## src/rtl/enemy_spawn_sched_pkg.sv

```systemverilog
// Shared constants and FSM encoding for the central enemy spawn scheduler.
package enemy_spawn_sched_pkg;
  localparam int SPAWN_NUM_POOLS    = 3;
  localparam int SPAWN_POOL_SIZE    = 8;
  localparam int SPAWN_IDX_W        = 3;
  localparam int SPAWN_RAND_W       = 16;
  localparam int SPAWN_X_W          = 9;
  localparam int SPAWN_X_RANGE      = 400;
  localparam int SPAWN_PERIOD_INIT  = 60;
  localparam int SPAWN_PERIOD_MIN   = 15;
  localparam int SPAWN_PERIOD_STEP  = 5;
  localparam int SPAWN_LEVEL_FRAMES = 600;
  localparam int SPAWN_LEVEL_MAX    = 15;

  typedef logic [1:0] spawn_state_t;

  localparam logic [1:0] ST_IDLE  = 2'd0;
  localparam logic [1:0] ST_ARB   = 2'd1;
  localparam logic [1:0] ST_PICK  = 2'd2;
  localparam logic [1:0] ST_ISSUE = 2'd3;
endpackage

```

## src/rtl/enemy_spawn_sched_if.sv

```systemverilog
// Game-side bundle of the spawn scheduler: frame/enable/random inputs and spawn strobes.
interface enemy_spawn_sched_if
  import enemy_spawn_sched_pkg::*;
#(
  parameter int NUM_POOLS = SPAWN_NUM_POOLS,
  parameter int POOL_SIZE = SPAWN_POOL_SIZE,
  parameter int IDX_W     = SPAWN_IDX_W,
  parameter int RAND_W    = SPAWN_RAND_W,
  parameter int X_W       = SPAWN_X_W
);
  logic                           en_i;
  logic                           v_sync_i;
  logic [RAND_W-1:0]              rand_i;
  logic [NUM_POOLS*POOL_SIZE-1:0] free_i;
  logic [NUM_POOLS-1:0]           spawn_o;
  logic [IDX_W-1:0]               spawn_idx_o;
  logic [X_W-1:0]                 spawn_x_o;
  logic [3:0]                     level_o;
  logic                           miss_o;

  modport master (
    output en_i, v_sync_i, rand_i, free_i,
    input  spawn_o, spawn_idx_o, spawn_x_o, level_o, miss_o
  );

  modport slave (
    input  en_i, v_sync_i, rand_i, free_i,
    output spawn_o, spawn_idx_o, spawn_x_o, level_o, miss_o
  );
endinterface

```

## src/rtl/enemy_spawn_sched_rr_arbiter.sv

```systemverilog
// Combinational round-robin arbiter: one-hot grant to the first requester at or after ptr.
module rr_arbiter #(
  parameter int N     = 3,
  parameter int PTR_W = (N > 1) ? $clog2(N) : 1
) (
  input  logic [N-1:0]     req,
  input  logic [PTR_W-1:0] ptr,
  output logic [N-1:0]     gnt,
  output logic             any
);
  function automatic logic [PTR_W-1:0] wrap(input int v);
    int r;
    r = v % N;
    return r[PTR_W-1:0];
  endfunction

  // Walk from the farthest candidate back to ptr so the nearest requester wins.
  always_comb begin
    gnt = '0;
    any = |req;
    for (int i = N - 1; i >= 0; i--) begin
      if (req[wrap(int'(ptr) + i)]) begin
        gnt = '0;
        gnt[wrap(int'(ptr) + i)] = 1'b1;
      end
    end
  end
endmodule

```

## src/rtl/enemy_spawn_sched.sv

```systemverilog
// Central enemy spawn scheduler: per-period round-robin pool grant, lowest free slot, random X, difficulty ramp.
module enemy_spawn_sched
  import enemy_spawn_sched_pkg::*;
#(
  parameter int NUM_POOLS    = SPAWN_NUM_POOLS,
  parameter int POOL_SIZE    = SPAWN_POOL_SIZE,
  parameter int IDX_W        = SPAWN_IDX_W,
  parameter int RAND_W       = SPAWN_RAND_W,
  parameter int X_W          = SPAWN_X_W,
  parameter int X_RANGE      = SPAWN_X_RANGE,
  parameter int PERIOD_INIT  = SPAWN_PERIOD_INIT,
  parameter int PERIOD_MIN   = SPAWN_PERIOD_MIN,
  parameter int PERIOD_STEP  = SPAWN_PERIOD_STEP,
  parameter int LEVEL_FRAMES = SPAWN_LEVEL_FRAMES
) (
  input  logic                clk_run,
  input  logic                rst,
  enemy_spawn_sched_if.slave  bus
);
  localparam int PTR_W = (NUM_POOLS > 1) ? $clog2(NUM_POOLS) : 1;
  localparam int FC_W  = $clog2(PERIOD_INIT);
  localparam int PER_W = $clog2(PERIOD_INIT + 1);
  localparam int LC_W  = $clog2(LEVEL_FRAMES);

  localparam logic [PER_W-1:0] PER_INIT  = PER_W'(PERIOD_INIT);
  localparam logic [PER_W-1:0] PER_MIN   = PER_W'(PERIOD_MIN);
  localparam logic [PER_W-1:0] PER_STEP  = PER_W'(PERIOD_STEP);
  localparam logic [PER_W-1:0] PER_FLOOR = PER_W'(PERIOD_MIN + PERIOD_STEP);
  localparam logic [LC_W-1:0]  LC_LAST   = LC_W'(LEVEL_FRAMES - 1);
  localparam logic [X_W-1:0]   X_LIM     = X_W'(X_RANGE);
  localparam logic [3:0]       LVL_MAX   = 4'(SPAWN_LEVEL_MAX);

  logic                 vs_d, tick, due_hit, lvl_hit;
  logic [FC_W-1:0]      frame_cnt;
  logic [PER_W-1:0]     period, period_next;
  logic [LC_W-1:0]      lvl_cnt;
  logic [3:0]           level;
  logic                 pending, retry;
  spawn_state_t         state;
  logic [NUM_POOLS-1:0] eligible, arb_gnt, gnt_r, spawn_r;
  logic                 arb_any, miss_r;
  logic [PTR_W-1:0]     rr_ptr;
  logic [POOL_SIZE-1:0] pool_free;
  logic [IDX_W-1:0]     idx_r;
  logic [X_W-1:0]       x_r;
  logic                 unused_rand;

  function automatic logic [IDX_W-1:0] lowest_free(input logic [POOL_SIZE-1:0] f);
    logic [IDX_W-1:0] r;
    r = '0;
    for (int i = POOL_SIZE - 1; i >= 0; i--)
      if (f[i]) r = IDX_W'(i);
    return r;
  endfunction

  function automatic logic [PTR_W-1:0] next_ptr(input logic [NUM_POOLS-1:0] g);
    logic [PTR_W-1:0] r;
    r = '0;
    for (int p = 0; p < NUM_POOLS; p++)
      if (g[p]) r = (p == NUM_POOLS - 1) ? '0 : PTR_W'(p + 1);
    return r;
  endfunction

  // Single conditional subtract is enough because 2^X_W < 2*X_RANGE.
  function automatic logic [X_W-1:0] wrap_x(input logic [X_W-1:0] v);
    return (v >= X_LIM) ? v - X_LIM : v;
  endfunction

  assign tick        = bus.v_sync_i & ~vs_d & bus.en_i;
  assign due_hit     = PER_W'(frame_cnt) >= period - PER_W'(1);
  assign lvl_hit     = lvl_cnt >= LC_LAST;
  assign period_next = (period >= PER_FLOOR) ? period - PER_STEP : PER_MIN;
  assign unused_rand = ^bus.rand_i[RAND_W-1:X_W];

  always_comb begin
    eligible  = '0;
    pool_free = '0;
    for (int p = 0; p < NUM_POOLS; p++) begin
      eligible[p] = |bus.free_i[p*POOL_SIZE +: POOL_SIZE];
      if (gnt_r[p]) pool_free = bus.free_i[p*POOL_SIZE +: POOL_SIZE];
    end
  end

  rr_arbiter #(.N(NUM_POOLS), .PTR_W(PTR_W)) u_arb (
    .req (eligible),
    .ptr (rr_ptr),
    .gnt (arb_gnt),
    .any (arb_any)
  );

  // Frame tick, spawn period and difficulty counters
  always_ff @(posedge clk_run) begin
    if (rst) begin
      vs_d      <= 1'b0;
      frame_cnt <= '0;
      lvl_cnt   <= '0;
      period    <= PER_INIT;
      level     <= '0;
    end else begin
      vs_d <= bus.v_sync_i;
      if (tick) begin
        frame_cnt <= due_hit ? '0 : frame_cnt + 1'b1;
        if (lvl_hit) begin
          lvl_cnt <= '0;
          period  <= period_next;
          if (level != LVL_MAX) level <= level + 4'd1;
        end else begin
          lvl_cnt <= lvl_cnt + 1'b1;
        end
      end
    end
  end

  // Arbitration FSM; a held pending spawn is only retried on a later tick
  always_ff @(posedge clk_run) begin
    if (rst) begin
      state   <= ST_IDLE;
      pending <= 1'b0;
      retry   <= 1'b0;
      gnt_r   <= '0;
      rr_ptr  <= '0;
      spawn_r <= '0;
      idx_r   <= '0;
      x_r     <= '0;
      miss_r  <= 1'b0;
    end else begin
      spawn_r <= '0;
      miss_r  <= 1'b0;
      if (bus.en_i) begin
        case (state)
          ST_IDLE: if (pending && retry) begin
            retry <= 1'b0;
            state <= ST_ARB;
          end
          ST_ARB: if (arb_any) begin
            gnt_r  <= arb_gnt;
            rr_ptr <= next_ptr(arb_gnt);
            state  <= ST_PICK;
          end else begin
            miss_r <= 1'b1;
            state  <= ST_IDLE;
          end
          ST_PICK: if (|pool_free) begin
            idx_r   <= lowest_free(pool_free);
            x_r     <= wrap_x(bus.rand_i[X_W-1:0]);
            spawn_r <= gnt_r;
            state   <= ST_ISSUE;
          end else begin
            state <= ST_IDLE;
          end
          default: begin
            pending <= 1'b0;
            state   <= ST_IDLE;
          end
        endcase
      end
      if (tick && (due_hit || pending)) retry <= 1'b1;
      if (tick && due_hit) pending <= 1'b1;
    end
  end

  assign bus.spawn_o     = spawn_r;
  assign bus.spawn_idx_o = idx_r;
  assign bus.spawn_x_o   = x_r;
  assign bus.level_o     = level;
  assign bus.miss_o      = miss_r;
endmodule

```

## src/flat_wrapper.sv

```systemverilog
// flat-port wrapper written by rule: the top's interface ports become plain ports
module enemy_spawn_sched_flat import enemy_spawn_sched_pkg::*;
#(
  parameter int NUM_POOLS    = SPAWN_NUM_POOLS,
  parameter int POOL_SIZE    = SPAWN_POOL_SIZE,
  parameter int IDX_W        = SPAWN_IDX_W,
  parameter int RAND_W       = SPAWN_RAND_W,
  parameter int X_W          = SPAWN_X_W,
  parameter int X_RANGE      = SPAWN_X_RANGE,
  parameter int PERIOD_INIT  = SPAWN_PERIOD_INIT,
  parameter int PERIOD_MIN   = SPAWN_PERIOD_MIN,
  parameter int PERIOD_STEP  = SPAWN_PERIOD_STEP,
  parameter int LEVEL_FRAMES = SPAWN_LEVEL_FRAMES
)
  (clk_run, rst, bus_en_i, bus_v_sync_i, bus_rand_i, bus_free_i, bus_spawn_o, bus_spawn_idx_o, bus_spawn_x_o, bus_level_o, bus_miss_o);
  enemy_spawn_sched_if #(.NUM_POOLS(NUM_POOLS), .POOL_SIZE(POOL_SIZE), .IDX_W(IDX_W), .RAND_W(RAND_W), .X_W(X_W)) bus_i ();
  input  logic clk_run;
  input  logic rst;
  input wire logic [$bits(bus_i.en_i)-1:0] bus_en_i;
  input wire logic [$bits(bus_i.v_sync_i)-1:0] bus_v_sync_i;
  input wire logic [$bits(bus_i.rand_i)-1:0] bus_rand_i;
  input wire logic [$bits(bus_i.free_i)-1:0] bus_free_i;
  output wire logic [$bits(bus_i.spawn_o)-1:0] bus_spawn_o;
  output wire logic [$bits(bus_i.spawn_idx_o)-1:0] bus_spawn_idx_o;
  output wire logic [$bits(bus_i.spawn_x_o)-1:0] bus_spawn_x_o;
  output wire logic [$bits(bus_i.level_o)-1:0] bus_level_o;
  output wire logic [$bits(bus_i.miss_o)-1:0] bus_miss_o;
  assign bus_i.en_i = bus_en_i;
  assign bus_i.v_sync_i = bus_v_sync_i;
  assign bus_i.rand_i = bus_rand_i;
  assign bus_i.free_i = bus_free_i;
  assign bus_spawn_o = bus_i.spawn_o;
  assign bus_spawn_idx_o = bus_i.spawn_idx_o;
  assign bus_spawn_x_o = bus_i.spawn_x_o;
  assign bus_level_o = bus_i.level_o;
  assign bus_miss_o = bus_i.miss_o;
  enemy_spawn_sched #(.NUM_POOLS(NUM_POOLS), .POOL_SIZE(POOL_SIZE), .IDX_W(IDX_W), .RAND_W(RAND_W), .X_W(X_W), .X_RANGE(X_RANGE), .PERIOD_INIT(PERIOD_INIT), .PERIOD_MIN(PERIOD_MIN), .PERIOD_STEP(PERIOD_STEP), .LEVEL_FRAMES(LEVEL_FRAMES)) u_core (.clk_run(clk_run), .rst(rst), .bus(bus_i));
endmodule
```

## config.mk

```make
export PLATFORM = sky130hd
export DESIGN_NAME = enemy_spawn_sched_flat
export DESIGN_NICKNAME = d
export VERILOG_FILES = /design/src/rtl/enemy_spawn_sched_pkg.sv /design/src/rtl/enemy_spawn_sched_if.sv /design/src/rtl/enemy_spawn_sched_rr_arbiter.sv /design/src/rtl/enemy_spawn_sched.sv /design/src/flat_wrapper.sv
export SDC_FILE = /design/constraint.sdc
export NUM_CORES = 1
export LEC_CHECK = 0
export ABC_AREA = 1
export CELL_PAD_IN_SITES_DETAIL_PLACEMENT = 1
export CELL_PAD_IN_SITES_GLOBAL_PLACEMENT = 1
export CORE_MARGIN = 1
export CORE_UTILIZATION = 35
export CTS_CLUSTER_SIZE = 12
export DETAILED_ROUTE_END_ITERATION = 10
export PLACE_DENSITY_LB_ADDON = 0.2
export SYNTH_ARGS = -nofsm -noshare
export SYNTH_HDL_FRONTEND = slang
export SYNTH_SLANG_ARGS = --single-unit
```

## constraint.sdc

```tcl
create_clock -name clk_run -period 2.8 [get_ports clk_run]
set_clock_uncertainty 0.05 [all_clocks]
set_input_delay 0.84 -clock clk_run [delete_from_list [all_inputs] [get_ports clk_run]]
set_output_delay 0.84 -clock clk_run [all_outputs]
set_load 0.02 [all_outputs]
```

# --- After elaboration in Yosys (flattened, before gate mapping) ---
# Cells that the tools add are included.
totals:
  input_bits: 44
  out_inout_bits: 20
  register_bits: 52
  word_cells: 119
classes:
  n_mux: 45
  div_mod_pow: 3
  n_eq_ne: 5
  order_cmp: 10
  n_reduce_logical: 27
  add_sub_neg: 8
  bitwise: 7
ops:
  columns: ["op", "count"]
  rows:
  - ["remainder unit 32 x 3 -> 32 bit (second input constant)", 2]
  - ["two-way mux 3 bit", 11]
  - ["remainder unit 3 x 3 -> 32 bit (second input constant)", 1]
  - ["OR reduction 8 bit", 4]
  - ["two-way mux 8 bit", 3]
  - ["OR reduction 24 bit", 1]
  - ["two-way mux 1 bit", 15]
  - ["two-way mux 6 bit", 2]
  - ["AND reduction 3 bit", 4]
  - ["adder 10 x 1 -> 10 bit (second input constant)", 1]
  - [">= comparator 10 bit (second input constant)", 1]
  - ["two-way mux 10 bit", 1]
  - ["two-way mux 2 bit", 5]
  - [">= comparator 9 bit (second input constant)", 1]
  - ["< comparator 2 x 3 -> 1 bit (second input constant)", 3]
  - ["two-way mux 9 bit", 1]
  - ["subtractor 9 bit (second input constant)", 1]
  - ["nonzero test 2 bit", 4]
  - ["adder 6 x 1 -> 6 bit (second input constant)", 1]
  - ["binary-select mux 1 bit (select 2 bit)", 3]
  - ["demux 1 bit (select 2 bit)", 3]
  - [">= comparator 2 x 1 -> 1 bit (second input constant)", 3]
  - [">= comparator 6 x 5 -> 1 bit (second input constant)", 1]
  - [">= comparator 6 bit", 1]
  - ["other kinds (18)", 32]

# --- Longest topological paths before layout ---
# Gate-level depths: netlist of run 1.
depth:
  ltp_word: 12
  depth_mapped: 15
  ltp_nobuf: 15

# --- Cells and area by module ---
# Synthesis of run 1 repeated with hierarchy kept, for this count alone.
unflattened:
  hier_cells: 433
  hier_area_um2: 3110.5
by_module_without_submodules:
  columns: ["module", "n_inst", "seq_area_each_um2", "cells_each", "area_each_um2"]
  rows:
  - ["enemy_spawn_sched", 1, 1041.0, 386, 2854.0]
  - ["rr_arbiter", 1, 0.0, 47, 256.5]

# --- Worst setup path before layout of run 1 ---
# Ideal clock, no wire load.
synth_timing:
  kind: "input -> register"
  startpoint: "in bus_v_sync_i"
  endpoint: "reg u_core.lvl_cnt[9]"
  n_path_buf: 0
  required_ps: 2678
  setup_ps: 72
  cell_stages: 9
  t_arrival_ps: 1992
  slack_ps: 686
  path_cell_list: "inv_1 nor3_4 inv_2 nor2_4 nand3_1 or2_1 nor2_2 nand2_1 a21oi_1"
synth_between:
  elab_chain_cells: 2
synth_lines:
  columns: ["item", "line_no", "rtl"]
  rows:
  - ["start, declared", "flat_wrapper.sv:20", "input wire logic [$bits(bus_i.v_sync_i)-1:0] bus_v_sync_i;"]
  - ["bitwise AND 1 bit (2 in a row)", "enemy_spawn_sched.sv:69", "assign tick = bus.v_sync_i & ~vs_d & bus.en_i;"]
  - ["end signal, assigned", "enemy_spawn_sched.sv:108", "lvl_cnt <= lvl_cnt + 1'b1;"]
  - ["end, declared", "enemy_spawn_sched.sv:36", "logic [LC_W-1:0] lvl_cnt;"]
# Every way passes these cells.
# A chain may end at the register's enable or synchronous reset.

# --- Worst setup path in the final report of run 1 ---
layout_timing:
  startpoint: "in bus_free_i[19]"
  endpoint: "reg u_core.rr_ptr[0]"
layout_between:
  elab_chain_cells: 9
  word_cells_on_any_way: 15
  classes_between: "mux: 12; reduce/logical: 3"
layout_lines:
  columns: ["item", "line_no", "rtl"]
  rows:
  - ["start, declared", "flat_wrapper.sv:22", "input wire logic [$bits(bus_i.free_i)-1:0] bus_free_i;"]
  - ["OR reduction 8 bit", "enemy_spawn_sched.sv:79", "eligible[p] = |bus.free_i[p*POOL_SIZE +: POOL_SIZE];"]
  - ["binary-select mux 1 bit (select 2 bit)", "enemy_spawn_sched_rr_arbiter.sv:22", "if (req[wrap(int'(ptr) + i)]) begin"]
  - ["two-way mux 1 bit (implied by the code)", "enemy_spawn_sched_rr_arbiter.sv:22", null]
  - ["two-way mux 3 bit (3 in a row)", "enemy_spawn_sched_rr_arbiter.sv:22", null]
  - ["two-way mux 1 bit", "enemy_spawn_sched.sv:60", "if (g[p]) r = (p == NUM_POOLS - 1) ? '0 : PTR_W'(p + 1);"]
  - ["two-way mux 2 bit (2 in a row)", "enemy_spawn_sched.sv:60", null]
  - ["end signal, assigned", "enemy_spawn_sched.sv:137", "rr_ptr <= next_ptr(arb_gnt);"]
  - ["end, declared", "enemy_spawn_sched.sv:42", "logic [PTR_W-1:0] rr_ptr;"]
# Several ways; a longest one is shown, not always the timed one. The select of a mux whose other input is x is not followed.

==> results by group, run 1 <==
Power and ir drop
  – Power Density: 347 nW/um^2
  – Static leakage: around 1.7 nW
  – Peak supply drop: 0.000178 V

Place
  – # port buffers: between 50 and 60
  – DPL Wire Length: 6600 um
  – GPL Wtd Cong: 0.774

Die
  – Die area: 8960 sq um
  – Starting density of the core: 0.364
  – IO Count: 64
  – Width of the die: 94.6 um
  – Die Ht: 94.6 um
  – FP Rows: 33
  – Core Region: 8260 sq um

Drt
  – DRT iter0 DRCs: 54
  – DRT Pass-1 Iters: 6
  – Overall routed net length: 8130 um
  – Routed WL per cell: 13.1 um
  – Via/cell ratio: ~5
  – Antenna-violating nets left: 0
  – DRC viols: 0
  – Via count: 3,093

Setup path
  – Crit-path max FO: 6
  – Crit path DAT: 2640 ps
  – Worst setup startpoint: bus_free_i[19]
  – Crit path capture type: flip-flop
  – Reg-to-Reg End: u_core.frame_cnt[0]
  – Worst R2R Setup Slack: 410 ps
  – CP Capture Point: u_core.rr_ptr[0]
  – Crit Path Class: in -> reg
  – Critical Path RT: slightly below 3000 ps
  – Startpoint types: input port
  – Reg-to-Reg Start: u_core.period[0]
  – R2R depth: 15

Timing
  – Hold WS: 403 ps
  – Final hold violations: 0
  – # setup viols final: 0
  – Aggregate negative setup slack: 0 ps
  – Slew Viols, Final: 0
  – Max Clk Rate: 406 MHz
  – Worst slew pin tran: 388 ps
  – RSZ-0062 raised after global routing: no
  – Tcrit/Tclk final: 0.880
  – Slew margin rel.: 0.741
  – Final min period: 2460 ps

Synthesis
  – Yosys warnings: 0
  – Syn Std Cell Area: 3000 sq um
  – Synth top cells by count: 100 x nand2_1, 67 x nor2_1, 57 x inv_1
  – Post-synth EDFFs: 0
  – Area leader, netlist: dfxtp_1
  – Synthesized area per cell: about 6.7 sq um
  – Seq/Total Area, Yosys: 0.347
  – Mapped Cells: 451
  – Syn_nets: 511
  – Post-synth ARST share: 0
  – Cells taking the most area after synthesis: dfxtp_1 35%, nand2_1 12%, nor2_1 8.4%
  – Yosys cell types: 36
  – Register bit total from synthesis: 52
  – Most frequent cell after synthesis: nand2_1
  – Synth top area share: 0.347
  – Predominant post-synthesis flop cell: dfxtp_1

Global routing
  – Total gr overflow: 0
  – First-pass GRT wire length: 13,700 um
  – Largest net degree at the start of global routing: 18
  – Initial antenna violation count: 0
  – GRT Util Overall: 0.191
  – Vias in the first global route: between 3,000 and 4,000

Clock tree
  – Clock Tree Buf Depth: 2
  – Worst-path clk slew: 90 ps
  – Total CTS buffers: 5
  – Clock Tree Root: clkbuf_8
  – CTS tree: done
  – Post-CTS resize count: 0
  – Worst-Skew Late Latency: a little over 300 ps
  – Post-CTS Setup Inserts: 0
  – Clk sinks: 52
  – H-tree depth: 2
  – Hold-fix buffers, CTS: 0

Layout
  – Layout area overhead: 26.9%
  – Final Util: 0.462
  – Area occupied by multi-input gates: 1680 sq um
  – Layout cells sized above 1: 0.0562
  – Final layout net count: 575
  – Ant diodes: 0
  – Register Area: 1040 sq um
  – Fill cells: 1,102

Min path
  – Hold Crit Class: reg -> reg
  – Hold depth: 2

Status
  – Status: completed

Run
  – Max Cap Viol: 0
-- registers in the layout, indices dropped and copies added (netlist names), 2 cells and up --
signal and count:
u_core.bus.level_o 4, u_core.gnt_r 3, u_core.bus.spawn_x_o 9, u_core.state 2, u_core.lvl_cnt 10, u_core.bus.spawn_o 3
u_core.frame_cnt 6, u_core.rr_ptr 2, u_core.period 6, u_core.bus.spawn_idx_o 3
-- worst min path at each step --
stage                       from                 to  slack [ps]
2_1_floorplan  u_core.lvl_cnt[9]  u_core.lvl_cnt[9]         380
3_3_place_gp   u_core.lvl_cnt[9]  u_core.lvl_cnt[9]         390
3_5_place_dp   u_core.lvl_cnt[9]  u_core.lvl_cnt[9]         390
4_1_cts        u_core.lvl_cnt[9]  u_core.lvl_cnt[9]         400
5_1_grt        u_core.lvl_cnt[9]  u_core.lvl_cnt[9]         420
6_report       u_core.lvl_cnt[9]  u_core.lvl_cnt[9]         400
-- power breakdown --
group	total (W)	switching, W	internal, W	leakage (nW)
Clock	0.000457	0.000255	0.000202	0.0445
Combinational	0.000119	0.0000542	0.0000649	1.22
Sequential	0.000747	0.00000393	0.000743	0.420
Total	0.00132	0.000313	0.00101	1.68
-- cell families (layout without fill, tap and decap cells) --
group | count (synthesis) | in the layout | share of synthesized area
AO/OA/AOI/OAI | 76 | 76 | 0.144
XOR/XNOR | 10 | 10 | 0.0292
buffers and inverters | 71 | 136 | 0.0941
AND/OR/NAND/NOR | 226 | 226 | 0.320
flip-flops | 52 | 52 | 0.347
adder cells (fa/ha/maj) | 16 | 16 | 0.0666
-- worst max-delay path, cell delays in order --
cell,delay [ps]
clkdlybuf4s50_1,490
nor2_1,60
nand2_1,90
nor2_1,80
o21ai_0,220
nand2_1,180
or2_2,310
nand2_1,120
nand3_1,100
a21oi_1,160
-- final cells by class --
cell class | instances | share of cell area
clock inverters | 1 | 0.00197
flip-flops and latches | 52 | 0.273
inverters | 63 | 0.0620
multi-input cells | 328 | 0.441
repair buffers | 65 | 0.165
clock buffers | 7 | 0.0227
well taps | 105 | 0.0345
-- placed cells by master (no fill, tap or decap), drive strengths merged, types with 2 or more instances in the layout --
cell type,Yosys,final
clkdlybuf4s50,0,56
nor3b,2,2
o21ai,26,26
o211ai,4,4
or2,3,3
dfxtp,52,52
o21bai,2,2
inv,63,63
nor4,2,2
xor2,7,7
nor3,8,8
a31oi,2,2
nor2,70,70
nand4,3,3
o31ai,2,2
buf,4,9
nand2,101,101
clkbuf,4,7
o22ai,8,8
a211oi,4,4
ha,16,16
a21oi,25,25
nand3,36,36
xnor2,3,3
-- per-stage QoR --
step                      worst slack, ps  total power (W)  instance area (sq um)  cells
after global placement                113         0.000882                   3720    613
final                                 335          0.00132                   3810    621
after floorplan                       686         0.000807                   3000    451
after CTS                             355          0.00134                   3810    621
after global routing                 19.2          0.00138                   3810    621
after detailed placement             74.7         0.000884                   3720    613
-- routing by layer --
| metal | wire length [um] | up-vias | global-route usage |
|---|---|---|---|
| met1 | 3810 | 1463 | 0.241 |
| met4 | 85 | 0 | 0.0404 |
| met5 | 0 | - | 0 |
| met2 | 4060 | 34 | 0.341 |
| li1 | - | 1588 | - |
| met3 | 177 | 8 | 0.0306 |
Note: power is estimated with default switching activity, not from simulation.
==> inputs of run 2 (changes only) <==
--- a/config.mk
+++ b/config.mk
@@ -15,4 +15,5 @@
 export PLACE_DENSITY_LB_ADDON = 0.2
 export SYNTH_ARGS = -nofsm -noshare
 export SYNTH_HDL_FRONTEND = slang
+export SYNTH_HIERARCHICAL = 1
 export SYNTH_SLANG_ARGS = --single-unit
==> run 2 against run 1 <==
  * Critical path depth is 1 higher
  * Largest power group unchanged
  * Critical endpoint is now u_core/rr_ptr[1]
  * Critical path type unchanged
  * Fmax is 4.9% lower
  * Count of clock-buffer cells in the layout is 2 lower
  * Highest routed layer unchanged
==> results by group, run 2 <==
Global routing
  – GR Util met3: 0.0292 (-0.00137)
  – Total gr overflow: 0 (unchanged)
  – Initial antenna violation count: 0 (unchanged)
  – Grt peak-use layer: met2
  – Met2 Usage GRT: 0.327 (-0.0137)
  – Largest net degree at the start of global routing: 21 (+3)
  – GRT Util Overall: 0.183 (-0.00780)
  – First-pass GRT wire length: 13,400 um (-2.2%)
  – GR Util met1: 0.225 (-0.0158)
  – Vias in the first global route: 3,034 (-1.7%)

Timing
  – # setup viols final: 0 (unchanged)
  – RSZ-0062 raised after global routing: no
  – Tcrit/Tclk final: 0.926 (+0.0457)
  – Max Clk Rate: 386 MHz (-4.9%)
  – Slew margin rel.: 0.638 (-0.103)
  – Slew Viols, Final: 0 (unchanged)
  – Hold WS: 412 ps (+8.90 ps)
  – Final min period: 2590 ps (+128 ps)
  – Worst slew pin tran: 542 ps (+154 ps)
  – Final hold violations: 0 (unchanged)

Die
  – IO Count: 64 (unchanged)
  – Starting density of the core: 0.358 (-0.00537)
  – FP Rows: 34 (+3.0%)
  – Die area: 9270 sq um (+3.5%)
  – Width of the die: 96.3 um (+1.7%)
  – Die Ht: 96.3 um (+1.7%)
  – Core Region: 8680 sq um (+5.1%)

Setup path
  – Crit path capture type: flip-flop
  – Crit-path max FO: 3 (-3)
  – Crit Path Class: in -> reg
  – Critical-path cell list: clkdlybuf4s50_1 -> nor4_1 -> nand3_1 -> nand2_1 -> nand3b_1 -> nand2_1 -> nor2_1 -> a21oi_2 -> nand3_1 -> or2_2 -> a21oi_1
  – Startpoint types: input port
  – Crit path DAT: 2790 ps (+150 ps)
  – Slowest-stage cell, CP: clkdlybuf4s50_1
  – CP top delay family: simple AND/OR/NAND/NOR gates
  – Critical Path RT: 2990 ps (about the same)
  – CP bufs+invs: 1 (unchanged)
  – Max stage delay on crit path: 440 ps (-50 ps)

Power and ir drop
  – Static leakage: 1.66 nW (-1.5%)
  – Final Power: 0.00133 W (+0.24%)
  – Peak supply drop: 0.000206 V (+15%)
  – Power Density: 337 nW/um^2 (-2.9%)

Run
  – Max Cap Viol: 0 (unchanged)

Min path
  – Hold Crit Class: reg -> reg

Synthesis
  – Predominant post-synthesis flop cell: dfxtp_1
  – Cells taking the most area after synthesis: dfxtp_1 33%, nand2_1 11%, ha_1 6.4%
  – Mapped Cells: 433 (-4.0%)
  – Synth top area share: 0.335 (-0.0118)
  – Post-synth ARST share: 0 (unchanged)
  – Area leader, netlist: dfxtp_1
  – Synth top cells by count: 93 x nand2_1, 53 x nor2_1, 52 x dfxtp_1
  – Syn_nets: 493 (-3.5%)
  – Yosys cell types: 39 (+8.3%)
  – Post-synth EDFFs: 0 (unchanged)
  – Yosys warnings: 6 (+6)
  – Most frequent cell after synthesis: nand2_1
  – Synthesized area per cell: 7.18 sq um (+7.8%)
  – Syn Std Cell Area: 3110 sq um (+3.5%)
  – Seq/Total Area, Yosys: 0.335 (-0.0118)
  – Register bit total from synthesis: 52 (unchanged)

Layout
  – Number of flip-flops in the largest register: 10 (unchanged)
  – Commonest non-fill, non-tap cells in the layout: 93 x nand2_1, 56 x clkdlybuf4s50_1, 53 x nor2_1
  – Most common cell after layout, fill and taps aside: nand2_1
  – Final Util: 0.453 (-0.00808)
  – Layout area overhead: 26.5%
  – Ant diodes: 0 (unchanged)
  – Reg with most FFs: u_core/lvl_cnt
  – Final layout net count: 562 (-2.3%)
  – Non-Filler Instances: 611 (-1.6%)
  – Layout cells sized above 1: 0.139 (+0.0830)

Status
  – Status: completed

Drt
  – Overall routed net length: 7970 um (-1.9%)
  – DRT Pass-1 Iters: 4 (-2)
  – DRT iter0 DRCs: 72 (+33%)
  – Routed WL per cell: 13.0 um (-0.29%)
  – DRC viols: 0 (unchanged)
  – Via/cell ratio: 4.91 (-1.3%)
  – Antenna-violating nets left: 0 (unchanged)
  – Via count: 3,003 (-2.9%)

Clock tree
  – Worst-path clk slew: 100 ps (about the same)
  – Clk sinks: 52 (unchanged)
  – CTS tree: done
  – H-tree depth: 2 (unchanged)
  – Clock Tree Buf Depth: 2 (unchanged)
  – Post-CTS resize count: 0 (unchanged)
  – Worst-Skew Late Latency: 320 ps (about the same)
  – Hold-fix buffers, CTS: 0 (unchanged)
  – Post-CTS Setup Inserts: 0 (unchanged)
  – Total CTS buffers: 5 (unchanged)
  – Clock Tree Root: clkbuf_8

Place
  – # port buffers: 56 (unchanged)
  – Placed Instances: 603 (-1.6%)
  – GPL Wtd Cong: 0.890 (+15%)
  – DPL Wire Length: 6310 um (-4.4%)
-- run 2: cell count changes in the layout (fill, tap and decap cells not counted), sizes merged, moves of 2 or more --
cell / delta
nand3b: +3
o22ai: -4
nand3: -5
o21ai: +3
xor2: +2
nor4: +5
nor2: -9
buf: +7
o31ai: -2
clkbuf: -2
inv: -12
a21oi: -3
clkinv: +2
nor3: +3
-- run 2: final timing paths --
path,start,end,slack (ps),cells past startpoint
worst min-delay path,u_core/lvl_cnt[9],u_core/lvl_cnt[9],410,2
worst max register to register,u_core/period[0],u_core/frame_cnt[2],510,12
worst min register to register,u_core/lvl_cnt[9],u_core/lvl_cnt[9],410,2
worst max-delay path,bus_free_i[5],u_core/rr_ptr[1],210,11
-- run 2: kinds of logic (layout without fill, tap and decap cells) --
logic type / Yosys count / count (layout) / share of synthesized area
simple gates: 223 / 223 / 0.331
compound gates: 68 / 68 / 0.144
buf+inv: 61 / 131 / 0.0885
flops: 52 / 52 / 0.335
fa+ha+maj: 16 / 16 / 0.0644
xor+xnor: 13 / 13 / 0.0366
-- run 2: layer usage --
metal | part of all wire | routed length (um)
met5 | 0 | 0
met4 | 0.019 | 153
met3 | 0.028 | 227
met2 | 0.49 | 3880
met1 | 0.47 | 3710
-- run 2: where the power goes --
part	leakage (nW)	switching, W	total (W)	internal, W
registers	0.420	0.00000424	0.000748	0.000744
clock network	0.0445	0.000273	0.000451	0.000178
logic	1.20	0.0000562	0.000127	0.0000710
total	1.66	0.000333	0.00133	0.000993
-- run 2: area by class of cell --
type	instances	area, sq um
flip-flops and latches	52	1040
fillers	1137	4740
well taps	108	135
clock inverters	3	21.3
clock buffers	5	68.8
repair buffers	72	681
inverters	51	194
multi-input cells	320	1790
-- run 2: stage by stage --
stage	instance area (sq um)	TNS [ps]	setup WS, ps
final	3940	0	207
after floorplan	3110	0	530
after detailed placement	3840	-196	-111
after global routing	3940	0	17.6
after CTS	3940	0	193
after global placement	3840	-90.3	-81.2
-- run 2: worst min-delay path, stage by stage (launching register included) --
cell     delay, ps
dfxtp_1        320
inv_1           50
a21oi_1         50
==> RTL edit: new RTL, flow settings as in run 1 <==
The package constant `SPAWN_IDX_W` goes from 3 to 2.
--- a/src/rtl/enemy_spawn_sched_pkg.sv
+++ b/src/rtl/enemy_spawn_sched_pkg.sv
@@ -2,7 +2,7 @@
 package enemy_spawn_sched_pkg;
   localparam int SPAWN_NUM_POOLS    = 3;
   localparam int SPAWN_POOL_SIZE    = 8;
-  localparam int SPAWN_IDX_W        = 3;
+  localparam int SPAWN_IDX_W        = 2;
   localparam int SPAWN_RAND_W       = 16;
   localparam int SPAWN_X_W          = 9;
   localparam int SPAWN_X_RANGE      = 400;
Ports: changed (resized bus_spawn_idx_o); port bits go from 64 to 63. No check against the original RTL was run, so the function may have changed too.
==> RTL edit against run 1 <==
Area after synthesis is 2.5% lower; routed wire length shrank 4.9%; design area is 1.5% lower; largest cell class unchanged; non-clock buffer count is the same; setup slack lost 0.030 ns; total power shrank 1.8%; clock power shrank 2%; sequential cell count down 1.
==> RTL edit: results <==
group,metric,value,unit
synth,ys.flop_type,"dfxtp_1",
finish,regMostFlops,"u_core.lvl_cnt",
global_route,grt_pass1_wl,13.5,mm
finish,finalNetCount,553,
clock_network,cts_resized,0,
global_route,gr-usage-met3,0.0415,
finish,layout-drive-gt1-share,0.0709,
clock_network,path_clk_slew,0.10,ns
global_route,grt_max_degree,17,
drt,routed_wl,7.73,mm
setup_path,crit_path_top_delay_cell,"dfxtp_1",
drt,viasPerCell,4.98,
clock_network,cts_root_buf,"clkbuf_8",
outcome,status,"finished clean",
worst_hold_path,hold_class,"reg2reg",
drt,drt-initial-drc-count,69,
pwr,vdd_drop_max,0.181,mV
drt,wl_met2,3.78,mm
synth,synth_cell_types,39,
global_route,grt_use_met1,0.224,
setup_path,path_max_fanout,6,
finish,fillers,1024,
synth,synth_area_leaders,"dfxtp_1 (35%), nand2_1 (11%), nor2_1 (8.1%)",
placed_design,portBuffers,55,
sta,relSlewSlack,0.644,
pwr,power.leakage,1.56,nW
synth,synth_area,2930,um^2
clock_network,cts_buffers,5,
clock_network,cts_buffer_depth,2,
synth,ys_seq_area_frac,0.349,
synth,yosys_warnings,0,
global_route,antenna_found_initial,0,
synth,synthMuxAreaShare,0,
drt,top_layer,"met4",
setup_path,critPathTopFamily,"simple AND/OR/NAND/NOR gates",
drt,first_pass_iters,4,
synth,yosys.area_share.xor_xnor,0.0329,
finish,largest_reg_flops,10,
setup_path,start_kind,"register",
setup_path,r2r-start,"u_core.period[0]$_SDFFE_PP0P_",
clock_network,htreeDepth,2,
synth,synth_adder_area_share,0.0684,
sta,slew_violations,0,
placed_design,place_hpwl,6.26,mm
setup_path,cpPeakStageDelay,0.32,ns
placed_design,gp_congestion,0.819,
synth,synth_common_cells,"nand2_1 (89), nor2_1 (63), dfxtp_1 (51), inv_1 (51), nand3_1 (32)",
global_route,gr-total-overflow,0,
worst_hold_path,hold_path_startpoint,"u_core.bus.spawn_x_o[6]$_SDFFE_PP0P_",
drt,met3_length,340,um
global_route,met2_usage,0.349,
synth,synth_nets,487,
global_route,grt.total_usage,0.193,
global_route,grt_pass1_vias,3089,
placed_design,post-place-ws,0.0819,ns
drt,met1_length,3.47,mm
synth,synth-compound-area-share,0.144,
RTL edit: cell types whose count changed in the layout (fill, tap and decap cells not counted), sizes merged, moves of 2 or more:
cell	before	now
nand2	101	91
inv	63	55
o22ai	8	2
nand4	3	7
nand3	36	33
nor2	70	67
a211oi	4	2
a21oi	25	27
o211ai	4	6
o2bb2ai	0	2
o31ai	2	0
or2	3	5
RTL edit: through the flow:
| step | cells | cell area, um^2 | hold slack, ns | utilization |
|---|---|---|---|---|
| after floorplan | 427 | 2930 | 0.397 | - |
| after global placement | 588 | 3660 | 0.409 | 0.462 |
| after detailed placement | 588 | 3660 | 0.424 | 0.462 |
| after CTS | 596 | 3750 | 0.447 | 0.473 |
| after global routing | 596 | 3750 | 0.470 | 0.473 |
| final | 596 | 3750 | 0.446 | 0.473 |
RTL edit: worst paths after layout:
check / end / slack, ns / depth (start not counted)
hold / removal: u_core.bus.spawn_x_o[6]$_SDFFE_PP0P_ / 0.45 / 2
hold reg to reg: u_core.bus.spawn_x_o[6]$_SDFFE_PP0P_ / 0.45 / 2
setup / recovery: u_core.frame_cnt[0]$_SDFFE_PP0P_ / 0.31 / 15
setup reg to reg: u_core.frame_cnt[0]$_SDFFE_PP0P_ / 0.31 / 15
RTL edit: logic make-up after synthesis:
kind of cell,count (synthesis)
xor gates and xnor gates,11
adders and majority gates,16
and+or+nand+nor,216
buffers and inverters,60
DFF,51
AOI/OAI and AO/OA,73
RTL edit: layout make-up:
type,instances,share of cell area
timing repair buffer,65,0.170
sequential,51,0.272
tap,102,0.0340
clock inverter,2,0.00433
multi-input combinational,316,0.446
inverter,54,0.0547
clock buffer,6,0.0193
RTL edit: report_power, final:
group	switching [mW]	internal, mW
Sequential	0.00383	0.729
Combinational	0.0518	0.0671
Clock	0.267	0.180
Total	0.323	0.977
